[config.mk]
export PLATFORM = sky130hd
export DESIGN_NAME = inst_encode_writer
export DESIGN_NICKNAME = d
export VERILOG_FILES = /design/src/rtl/inst_encode_writer.sv
export SDC_FILE = /design/constraint.sdc
export NUM_CORES = 1
export LEC_CHECK = 0
export CAP_MARGIN = 20
export CORE_AREA = 5 5 120 88
export CTS_CLUSTER_DIAMETER = 150
export CTS_CLUSTER_SIZE = 8
export DETAILED_ROUTE_END_ITERATION = 6
export DIE_AREA = 0 0 125 93
export GPL_TIMING_DRIVEN = 0
export PLACE_DENSITY = 0.76
export SYNTH_ARGS = -nofsm -noshare
export SYNTH_HDL_FRONTEND = slang
export SYNTH_SLANG_ARGS = --single-unit
[constraint.sdc]
create_clock -name clk -period 3.4 [get_ports clk]
set_input_delay 0.34 -clock clk [delete_from_list [all_inputs] [get_ports clk]]
set_output_delay 0.34 -clock clk [all_outputs]
set_load 0.005 [all_outputs]
[src/rtl/inst_encode_writer.sv]
// Instruction assembler for loading IMEM: takes a decoder-style op code plus fields, builds the
// RV32I word and writes it at an auto-incrementing word address.
module inst_encode_writer #(
  parameter int ADDR_W    = 8,
  parameter int BASE_ADDR = 0
) (
  input  logic              clk,
  input  logic              rst_n,
  input  logic              clr,
  input  logic              in_valid,
  output logic              in_ready,
  input  logic [4:0]        op_code,
  input  logic [4:0]        rd,
  input  logic [4:0]        rs1,
  input  logic [4:0]        rs2,
  input  logic [20:0]       imm,
  output logic              mem_we,
  output logic [ADDR_W-1:0] mem_addr,
  output logic [31:0]       mem_wdata,
  input  logic              mem_ack,
  output logic              done,
  output logic              err,
  output logic [ADDR_W:0]   count,
  output logic              full,
  output logic [1:0]        state_dbg
);

  // Handshakes: a request transfers on a cycle where in_valid && in_ready && !clr; the
  // requester must hold in_valid and fields until then. An IMEM write transfers on a cycle
  // where mem_we && mem_ack; mem_addr/mem_wdata stay stable while mem_we waits for mem_ack.

  typedef enum logic [1:0] {
    S_IDLE = 2'd0,
    S_ENC  = 2'd1,
    S_WR   = 2'd2,
    S_FULL = 2'd3
  } state_t;

  typedef enum logic [2:0] {
    F_R, F_I, F_L, F_S, F_B, F_J, F_BAD
  } fmt_t;

  localparam logic [ADDR_W-1:0] BASE  = ADDR_W'(BASE_ADDR);
  localparam logic [ADDR_W:0]   DEPTH = {1'b1, {ADDR_W{1'b0}}};

  state_t      state, state_next;
  fmt_t        fmt;
  logic [6:0]  f7;
  logic [2:0]  f3;
  logic [31:0] enc_word;
  logic        enc_bad;

  logic [4:0]  op_q, rd_q, rs1_q, rs2_q;
  logic [20:0] imm_q;

  logic            accept;
  logic            clear_now;
  logic            write_ok;
  logic [ADDR_W:0] count_inc;

  assign in_ready  = (state == S_IDLE);
  assign mem_we    = (state == S_WR);
  assign state_dbg = state;

  // clr wins over a simultaneous request in IDLE, so nothing is accepted that cycle
  assign accept    = (state == S_IDLE) && in_valid && !clr;
  assign clear_now = clr && ((state == S_IDLE) || (state == S_FULL));
  assign write_ok  = (state == S_WR) && mem_ack;
  assign count_inc = count + 1'b1;

  // Op code -> instruction format and function fields
  always_comb begin
    fmt = F_BAD;
    f7  = 7'b0000000;
    f3  = 3'd0;
    case (op_q)
      5'd1:  begin fmt = F_R; f3 = 3'd0; end
      5'd2:  begin fmt = F_R; f3 = 3'd0; f7 = 7'b0100000; end
      5'd3:  begin fmt = F_R; f3 = 3'd7; end
      5'd4:  begin fmt = F_R; f3 = 3'd6; end
      5'd5:  begin fmt = F_R; f3 = 3'd1; end
      5'd6:  begin fmt = F_R; f3 = 3'd5; end
      5'd7:  begin fmt = F_R; f3 = 3'd2; end
      5'd8:  begin fmt = F_I; f3 = 3'd0; end
      5'd9:  begin fmt = F_I; f3 = 3'd7; end
      5'd10: begin fmt = F_I; f3 = 3'd6; end
      5'd11: begin fmt = F_L; f3 = 3'd2; end
      5'd12: begin fmt = F_S; f3 = 3'd2; end
      5'd13: begin fmt = F_B; f3 = 3'd0; end
      5'd14: begin fmt = F_B; f3 = 3'd1; end
      5'd15: begin fmt = F_J; end
      default: fmt = F_BAD;
    endcase
  end

  // Field assembly; immediate bits above the format width are simply dropped
  always_comb begin
    enc_word = 32'd0;
    enc_bad  = 1'b0;
    case (fmt)
      F_R: enc_word = {f7, rs2_q, rs1_q, f3, rd_q, 7'b0110011};
      F_I: enc_word = {imm_q[11:0], rs1_q, f3, rd_q, 7'b0010011};
      F_L: enc_word = {imm_q[11:0], rs1_q, f3, rd_q, 7'b0000011};
      F_S: enc_word = {imm_q[11:5], rs2_q, rs1_q, f3, imm_q[4:0], 7'b0100011};
      F_B: begin
        enc_word = {imm_q[12], imm_q[10:5], rs2_q, rs1_q, f3, imm_q[4:1], imm_q[11], 7'b1100011};
        enc_bad  = imm_q[0];
      end
      F_J: begin
        enc_word = {imm_q[20], imm_q[10:1], imm_q[11], imm_q[19:12], rd_q, 7'b1101111};
        // the decoder only recognises JAL when inst[14:12] == 0
        enc_bad  = imm_q[0] | (|imm_q[14:12]);
      end
      default: enc_bad = 1'b1;
    endcase
  end

  always_comb begin
    state_next = state;
    case (state)
      S_IDLE: if (accept) state_next = S_ENC;
      S_ENC:  state_next = enc_bad ? S_IDLE : S_WR;
      S_WR:   if (mem_ack) state_next = (count_inc == DEPTH) ? S_FULL : S_IDLE;
      S_FULL: if (clr) state_next = S_IDLE;
      default: state_next = S_IDLE;
    endcase
  end

  always_ff @(posedge clk or negedge rst_n) begin
    if (!rst_n) begin
      state     <= S_IDLE;
      op_q      <= 5'd0;
      rd_q      <= 5'd0;
      rs1_q     <= 5'd0;
      rs2_q     <= 5'd0;
      imm_q     <= 21'd0;
      mem_wdata <= 32'd0;
      mem_addr  <= BASE;
      count     <= '0;
      full      <= 1'b0;
      done      <= 1'b0;
      err       <= 1'b0;
    end else begin
      state <= state_next;
      done  <= write_ok;
      err   <= (state == S_ENC) && enc_bad;
      if (accept) begin
        op_q  <= op_code;
        rd_q  <= rd;
        rs1_q <= rs1;
        rs2_q <= rs2;
        imm_q <= imm;
      end
      if ((state == S_ENC) && !enc_bad) mem_wdata <= enc_word;
      if (clear_now) begin
        mem_addr <= BASE;
        count    <= '0;
        full     <= 1'b0;
      end else if (write_ok) begin
        mem_addr <= mem_addr + 1'b1;
        count    <= count_inc;
        full     <= (count_inc == DEPTH);
      end
    end
  end

endmodule
==> results.txt, run 1 <==
----------------------------------------------------
[Outcome]
  Run status ... completed

[GRT]
  Global-route wire length before repair ... 19460 microns
  Maximum number of pins on one net before global-route repair ... 61
  Overall routing resource usage ... 21.13%
  Antenna violations before repair ... 0
  Overall overflow remaining after global route ... 0
  Number of global-route vias before repair ... 3746

[Power and ir drop]
  Combinational group share of total power ... 43.0%
  Internal power ... 3.139 mW
  Net switching component of the power ... 1.838 mW
  Worst vdd rail ir drop ... 0.0004266 V
  Leakage dissipation ... 2.551 nW
  Sw Share ... 36.92%
  Pwr/cell area ... 825.0 nW/um^2
  Clock share of power ... 19.9%
  Sequential share of power ... 37.1%

[Place]
  Dpl cells ... 643
  Detailed placement HPWL ... 8655 microns
  Count of input and output buffers ... 101
  RePlAce Congestion ... 0.9038

[Logic synthesis]
  Yosys warnings ... 0
  Area fraction in compound gates after synthesis ... 13.84%
  Number of distinct library cells after synthesis ... 51
  XOR/XNOR share of the synthesized area ... 3.517%
  Number of cells produced by synthesis ... 413
  FFs w/ async S/R, synth ... 100.0%
  Dominant combinational cell family by area after synthesis ... simple AND/OR/NAND/NOR gates
  Most frequent cells after synthesis ... 93 x dfrtp_1, 51 x nand2_1, 42 x mux2_2
  Yosys reg bits ... 93
  Yosys top cell by area ... dfrtp_1
  Cell types with the largest area share after synthesis ... dfrtp_1 52%, mux2_2 11%, nand2_1 4.3%
  Post-synthesis sequential area ratio ... 51.91%
  Post-Syn Area per Cell ... 10.85 sq um
  Syn Nets ... 469
  Netlist area before placement ... 4483 sq um
  Post-Synth Adder-Cell Area ... 2.791%
  Mux share of post-synthesis cell area ... 11.00%
  Most frequently used flop master after synthesis ... dfrtp_1
  EDFF count, synth ... 0
  Proportion of netlist area held by the largest area contributor ... 51.91%
  Top-count cell post-synth ... dfrtp_1
  Simple-gate share of the synthesized area ... 13.90%

[Worst setup path]
  Slowest stage delay, CP ... 0.63 ns
  Cell-by-cell listing of the critical path ... clkbuf_2, clkbuf_4, nand2_1, o21ai_0, nand2_1, ha_1, or4bb_4, nor2_4, a221oi_4, o211ai_4, nor3b_4, a221o_1
  Worst Setup Start Kind ... register
  Library cell contributing the largest single delay on the critical path ... or4bb_4
  Worst Setup Path Type ... register to register
  Logic depth of the worst path, buffers included ... 12
  Launch point of the critical path ... op_q[2]
  Worst flop-to-flop path startpoint ... op_q[2]
  CP top delay family ... simple AND/OR/NAND/NOR gates
  Depth of the worst register-to-register path ... 12
  Required time of the critical path ... 3.63 ns
  Type of destination of the critical path ... register
  Most prevalent standard cell on the critical path ... nand2_1
  Buffers plus inverters on the worst setup path ... 2
  Highest fanout seen on the critical path ... 10
  Critical Path AT ... 3.50 ns

[Clocking]
  Clock latency reported for the late side of the worst-skew pair ... 0.34 ns
  Clock tree from TritonCTS ... built
  Number of buffers inserted during clock tree synthesis ... 9
  Root Buffer Master ... clkbuf_16
  CTS clk-pin slew, worst paths ... 0.07 ns
  Total number of H-tree levels ... 3
  Num Clock Sinks ... 93
  Clock buffer depth ... 2

[Route]
  Drt drc ... 0
  Post-DR vias/cell ... 5.502
  Vias after detailed routing ... 3637
  Overall routed net length ... 11790 microns
  Drt first-iter violations ... 275
  Detailed-route wire length per cell ... 17.84 microns
  Router iterations before antenna repair ... 5
  Remaining number of nets flagged by the antenna check after routing ... 0

[Floorplanning]
  Horizontal die dimension ... 125 microns
  Initial standard-cell utilization of the core ... 47.97%
  Number of placement rows ... 30
  Vertical die dimension ... 93 microns
  Placeable core region ... 9346 sq um
  Die outline area ... 11630 sq um
  Boundary pin count ... 102

[Worst hold path]
  Min-Delay Path Depth ... 2
  Class of the tightest hold or removal check ... register to register
  Startpoint of the lowest-slack hold path ... mem_wdata[9]

[STA]
  Slew at the pin with the worst max-slew slack ... 0.7638 ns
  F_max ... 305.3 MHz
  Layout Skew ... 0.009675 ns
  Number of setup violations in the final report ... 0
  Final hold viol count ... 0
  Total count of max-transition violations in the final report ... 0
  Setup_tns ... 0 ns
  Portion of the clock cycle consumed by the worst path in the final layout ... 96.33%
  Relative slew slack ... 49.08%
  Post-layout min period ... 3.275 ns

[Layout]
  # nets final ... 585
  Final antenna diode count ... 0
  Non-filler instance count after layout ... 661
  Ratio of cells with drive above 1 in the final layout ... 15.95%
  Area growth syn-to-layout ... 34.55%

[Run]
  Count of max-cap constraint violations ... 0

----------------------------------------------------
## worst reg2reg max path, stage by stage, from the launching register on
cell      delay [ns]
dfrtp_1         0.41
clkbuf_2        0.24
clkbuf_4        0.25
nand2_1         0.10
o21ai_0         0.10
nand2_1         0.13
ha_1            0.29
or4bb_4         0.63
nor2_4          0.23
a221oi_4        0.14
o211ai_4        0.19
nor3b_4         0.14
a221o_1         0.32
## per-stage QoR
step / area, sq um / power (mW) / util, % / setup slack, ns / hold WS (ns)
after CTS: 5983 / 4.945 / 64.02 / 0.05373 / 0.4856
after global routing: 6032 / 5.292 / 64.54 / -0.008887 / 0.5097
after global placement: 5654 / 3.854 / 60.50 / -1.364 / 0.4617
final: 6032 / 4.976 / 64.54 / 0.1248 / 0.4755
after floorplan: 4483 / 3.071 / - / 0.3655 / 0.04441
after detailed placement: 5679 / 3.940 / 60.76 / -0.3810 / 0.3284
## cells by family after synthesis
group	Yosys count
xor gates and xnor gates	18
and+or+nand+nor	128
AOI/OAI and AO/OA	88
muxes	44
DFF	93
buffers and inverters	32
adders and majority gates	10
## power groups by stage
stage	clock network (mW)	logic, mW	registers (mW)
finish	0.990	2.14	1.85
global route	1.06	2.34	1.89
CTS	1.01	2.11	1.83
detailed placement	0	2.12	1.82
global placement	0	2.06	1.79
floorplan	0	1.33	1.74
## worst paths after layout
path | endpoint | slack (ns)
min in group asynchronous | mem_addr[4] | 0.51
hold / removal | mem_wdata[9] | 0.48
max in group asynchronous | imm_q[1] | 2.24
setup reg to reg | mem_wdata[19] | 0.12
setup / recovery | mem_wdata[19] | 0.12
hold reg to reg | mem_wdata[9] | 0.48
## registers in the layout, indices dropped and copies added (netlist names)
| name | cells |
|---|---|
| count | 9 |
| done | 1 |
| err | 1 |
| full | 1 |
| imm_q | 21 |
| mem_addr | 8 |
| mem_wdata | 30 |
| op_q | 5 |
| rd_q | 5 |
| rs1_q | 5 |
| rs2_q | 5 |
| state_dbg | 2 |
## timing repair
item,CTS,global route
endpoints found under the setup margin,31,30
endpoints found under the hold margin,33,0
pin swaps,0,1
setup buffers,0,4
gates resized for setup,5,6
hold buffers,1,0
## layout by cell type (no fill, tap or decap), types with 3 or more instances in the layout
master,Yosys,layout
nand2_1,51,51
dfrtp_1,93,91
a22o_1,9,9
inv_1,9,9
nor2b_1,7,6
xor2_1,12,12
nand3_1,3,3
a31oi_1,5,5
a22oi_1,10,10
a221o_1,5,5
a21oi_1,15,15
ha_1,10,10
nand4_1,5,5
and2_1,3,3
a221oi_1,3,3
or3_1,3,3
clkdlybuf4s50_1,0,100
nand2b_1,4,4
xnor2_1,6,6
mux2_2,42,42
and3_1,5,5
clkbuf_16,0,9
nand3b_1,3,3
clkbuf_1,14,12
buf_4,3,8
o21ai_0,25,25
buf_2,4,4
nor2_1,32,31
nor3_1,3,3
## layer usage
layer	track usage (%)	wire length (microns)
met1	29.70	5503
met2	30.86	5244
met3	5.993	749
met4	8.755	297
met5	0	0
## area by class of cell
cell class | instances | area, sq um
Sequential cell | 93 | 2330
Buffer | 21 | 100.1
Tap cell | 128 | 160.2
Clock inverter | 5 | 60.06
Multi-Input combinational cell | 288 | 2043
Fill cell | 708 | 3314
Timing Repair Buffer | 107 | 1076
Inverter | 9 | 33.78
Clock buffer | 10 | 229.0
Note: power is estimated with default switching activity, not from simulation.
==> inputs of run 2 (changes only) <==
--- a/config.mk
+++ b/config.mk
@@ -5,7 +5,7 @@
 export SDC_FILE = /design/constraint.sdc
 export NUM_CORES = 1
 export LEC_CHECK = 0
-export CAP_MARGIN = 20
+export CAP_MARGIN = 15
 export CORE_AREA = 5 5 120 88
 export CTS_CLUSTER_DIAMETER = 150
 export CTS_CLUSTER_SIZE = 8
==> run 2 against run 1 <==
  * Combinational power barely moved
  * Clock skew unchanged
  * Utilization unchanged
  * Total power is the same
  * Clock-buffer cell count unchanged
  * Routed wire length is the same
  * Non-clock buffer count did not move
  * Highest routed layer unchanged
  * Global-route usage is the same
  * Sequential share of layout area did not move
  * Cell area did not move
  * Via count unchanged
  * Clock power about the same
==> results.txt, run 2 (synthesis results as in run 1) <==
----------------------------------------------------
[Clocking]
  Total number of H-tree levels ... 3
  Clock tree from TritonCTS ... built
  Number of buffers inserted during clock tree synthesis ... 9
  Clock buffer depth ... 2
  Clock latency reported for the late side of the worst-skew pair ... 0.34 ns
  Root Buffer Master ... clkbuf_16
  CTS clk-pin slew, worst paths ... 0.07 ns
  Num Clock Sinks ... 93

[Power and ir drop]
  Pwr/cell area ... 825.0 nW/um^2
  Worst vdd rail ir drop ... 0.0004266 V
  Leakage dissipation ... 2.551 nW
  Overall Power ... 4.976 mW

[STA]
  Portion of the clock cycle consumed by the worst path in the final layout ... 96.33%
  Setup_tns ... 0 ns
  Layout Skew ... 0.009675 ns
  Total count of max-transition violations in the final report ... 0
  Relative slew slack ... 49.08%
  Number of setup violations in the final report ... 0
  Final hold viol count ... 0
  Smallest hold slack ... 0.4755 ns
  Slew at the pin with the worst max-slew slack ... 0.7638 ns
  Post-layout min period ... 3.275 ns
  F_max ... 305.3 MHz

[Route]
  Remaining number of nets flagged by the antenna check after routing ... 0
  Drt drc ... 0
  Drt first-iter violations ... 275
  Router iterations before antenna repair ... 5
  Overall routed net length ... 11790 microns
  Post-DR vias/cell ... 5.502
  Detailed-route wire length per cell ... 17.84 microns
  Vias after detailed routing ... 3637

[GRT]
  Antenna violations before repair ... 0
  Number of global-route vias before repair ... 3746
  Global-route wire length before repair ... 19460 microns
  Maximum number of pins on one net before global-route repair ... 61
  Overall overflow remaining after global route ... 0
  Overall routing resource usage ... 21.13%

[Floorplanning]
  Initial standard-cell utilization of the core ... 47.97%
  Die outline area ... 11630 sq um
  Boundary pin count ... 102
  Number of placement rows ... 30
  Vertical die dimension ... 93 microns
  Placeable core region ... 9346 sq um
  Horizontal die dimension ... 125 microns

[Place]
  RePlAce Congestion ... 0.9038
  Post-DP Area ... 5679 sq um
  Count of input and output buffers ... 101
  Detailed placement HPWL ... 8655 microns

[Run]
  Count of max-cap constraint violations ... 0

[Worst setup path]
  Critical Path AT ... 3.50 ns
  Worst flop-to-flop path startpoint ... op_q[2]
  Type of destination of the critical path ... register
  Capture instance of the worst register-to-register path ... mem_wdata[19]
  Required time of the critical path ... 3.63 ns
  Worst Setup Start Kind ... register
  Highest fanout seen on the critical path ... 10
  Worst Setup Path Type ... register to register
  Depth of the worst register-to-register path ... 12
  R2R setup slack ... 0.12 ns

[Layout]
  Biggest registers after layout ... mem_wdata: 30 flops, imm_q: 21 flops, count: 9 flops
  Register bank with the most flops ... mem_wdata
  Area growth syn-to-layout ... 34.55%
  Final core area utilization ... 64.54%
  Max reg flops ... 30
  Commonest non-fill, non-tap cell in the layout ... clkdlybuf4s50_1
  # nets final ... 585
  Most frequent cells in the layout ... 100 x clkdlybuf4s50_1, 91 x dfrtp_1, 51 x nand2_1
  Area taken by multi-input logic gates ... 2043 sq um
  Final cell area excluding filler cells ... 6032 sq um
  Final antenna diode count ... 0
  Register area ... 2330 sq um
  Ratio of cells with drive above 1 in the final layout ... 15.95%
  Total of fill cells in the finished design ... 708

[Outcome]
  Run status ... completed

[Worst hold path]
  Class of the tightest hold or removal check ... register to register
  Min-Delay Path Depth ... 2
  Hold EP ... mem_wdata[9]
  Startpoint of the lowest-slack hold path ... mem_wdata[9]

----------------------------------------------------
## run 2: repair_timing
action                                  in CTS  in global routing
hold buffers                                 1                  0
resized for setup                            5                  6
endpoints found under the setup margin      31                 30
endpoints found under the hold margin       33                  0
gates cloned                                 0                  0
pin swaps                                    0                  1
buffers inserted                             0                  4
## run 2: report_power, final
| group | internal, mW | total, mW | switching, mW |
|---|---|---|---|
| clock | 0.569 | 0.990 | 0.422 |
| combinational | 1.05 | 2.14 | 1.08 |
| sequential | 1.52 | 1.85 | 0.331 |
## run 2: per-layer routing
layer	vias up	track usage (%)	routed length [microns]
li1	1697	-	-
met1	1788	29.70	5503
met2	124	30.86	5244
met3	28	5.993	749
met4	0	8.755	297
met5	-	0	0
## run 2: layout make-up
cell class	count	share of cell area, %
flip-flops and latches	93	38.62
multi-input cells	288	33.87
repair buffers	107	17.84
clock buffers	10	3.796
well taps	128	2.655
plain buffers	21	1.659
clock inverters	5	0.9956
inverters	9	0.5600
## run 2: how the worst max path moves through the flow
stage / slack, ns / startpoint / end
after global routing: -0.009 / op_q[2] / mem_wdata[19]
after global placement: -1.36 / rst_n / rd_q[3]
after floorplan: 0.37 / op_q[2] / mem_wdata[15]
after detailed placement: -0.38 / op_q[2] / mem_wdata[19]
final: 0.12 / op_q[2] / mem_wdata[19]
after CTS: 0.05 / op_q[2] / mem_wdata[12]
## run 2: metrics by stage
step / setup slack (ns) / cells
finish: 0.1248 / 661
global route: -0.008887 / 661
CTS: 0.05373 / 657
detailed placement: -0.3810 / 643
global placement: -1.364 / 642
floorplan: 0.3655 / 413
## run 2: critical path, stage by stage (launching register included)
cell	delay [ns]
dfrtp_1	0.41
clkbuf_2	0.24
clkbuf_4	0.24
nand2_1	0.10
o21ai_0	0.10
nand2_1	0.13
ha_1	0.29
or4bb_4	0.63
nor2_4	0.23
a221oi_4	0.13
o211ai_4	0.19
nor3b_4	0.14
a221o_1	0.32
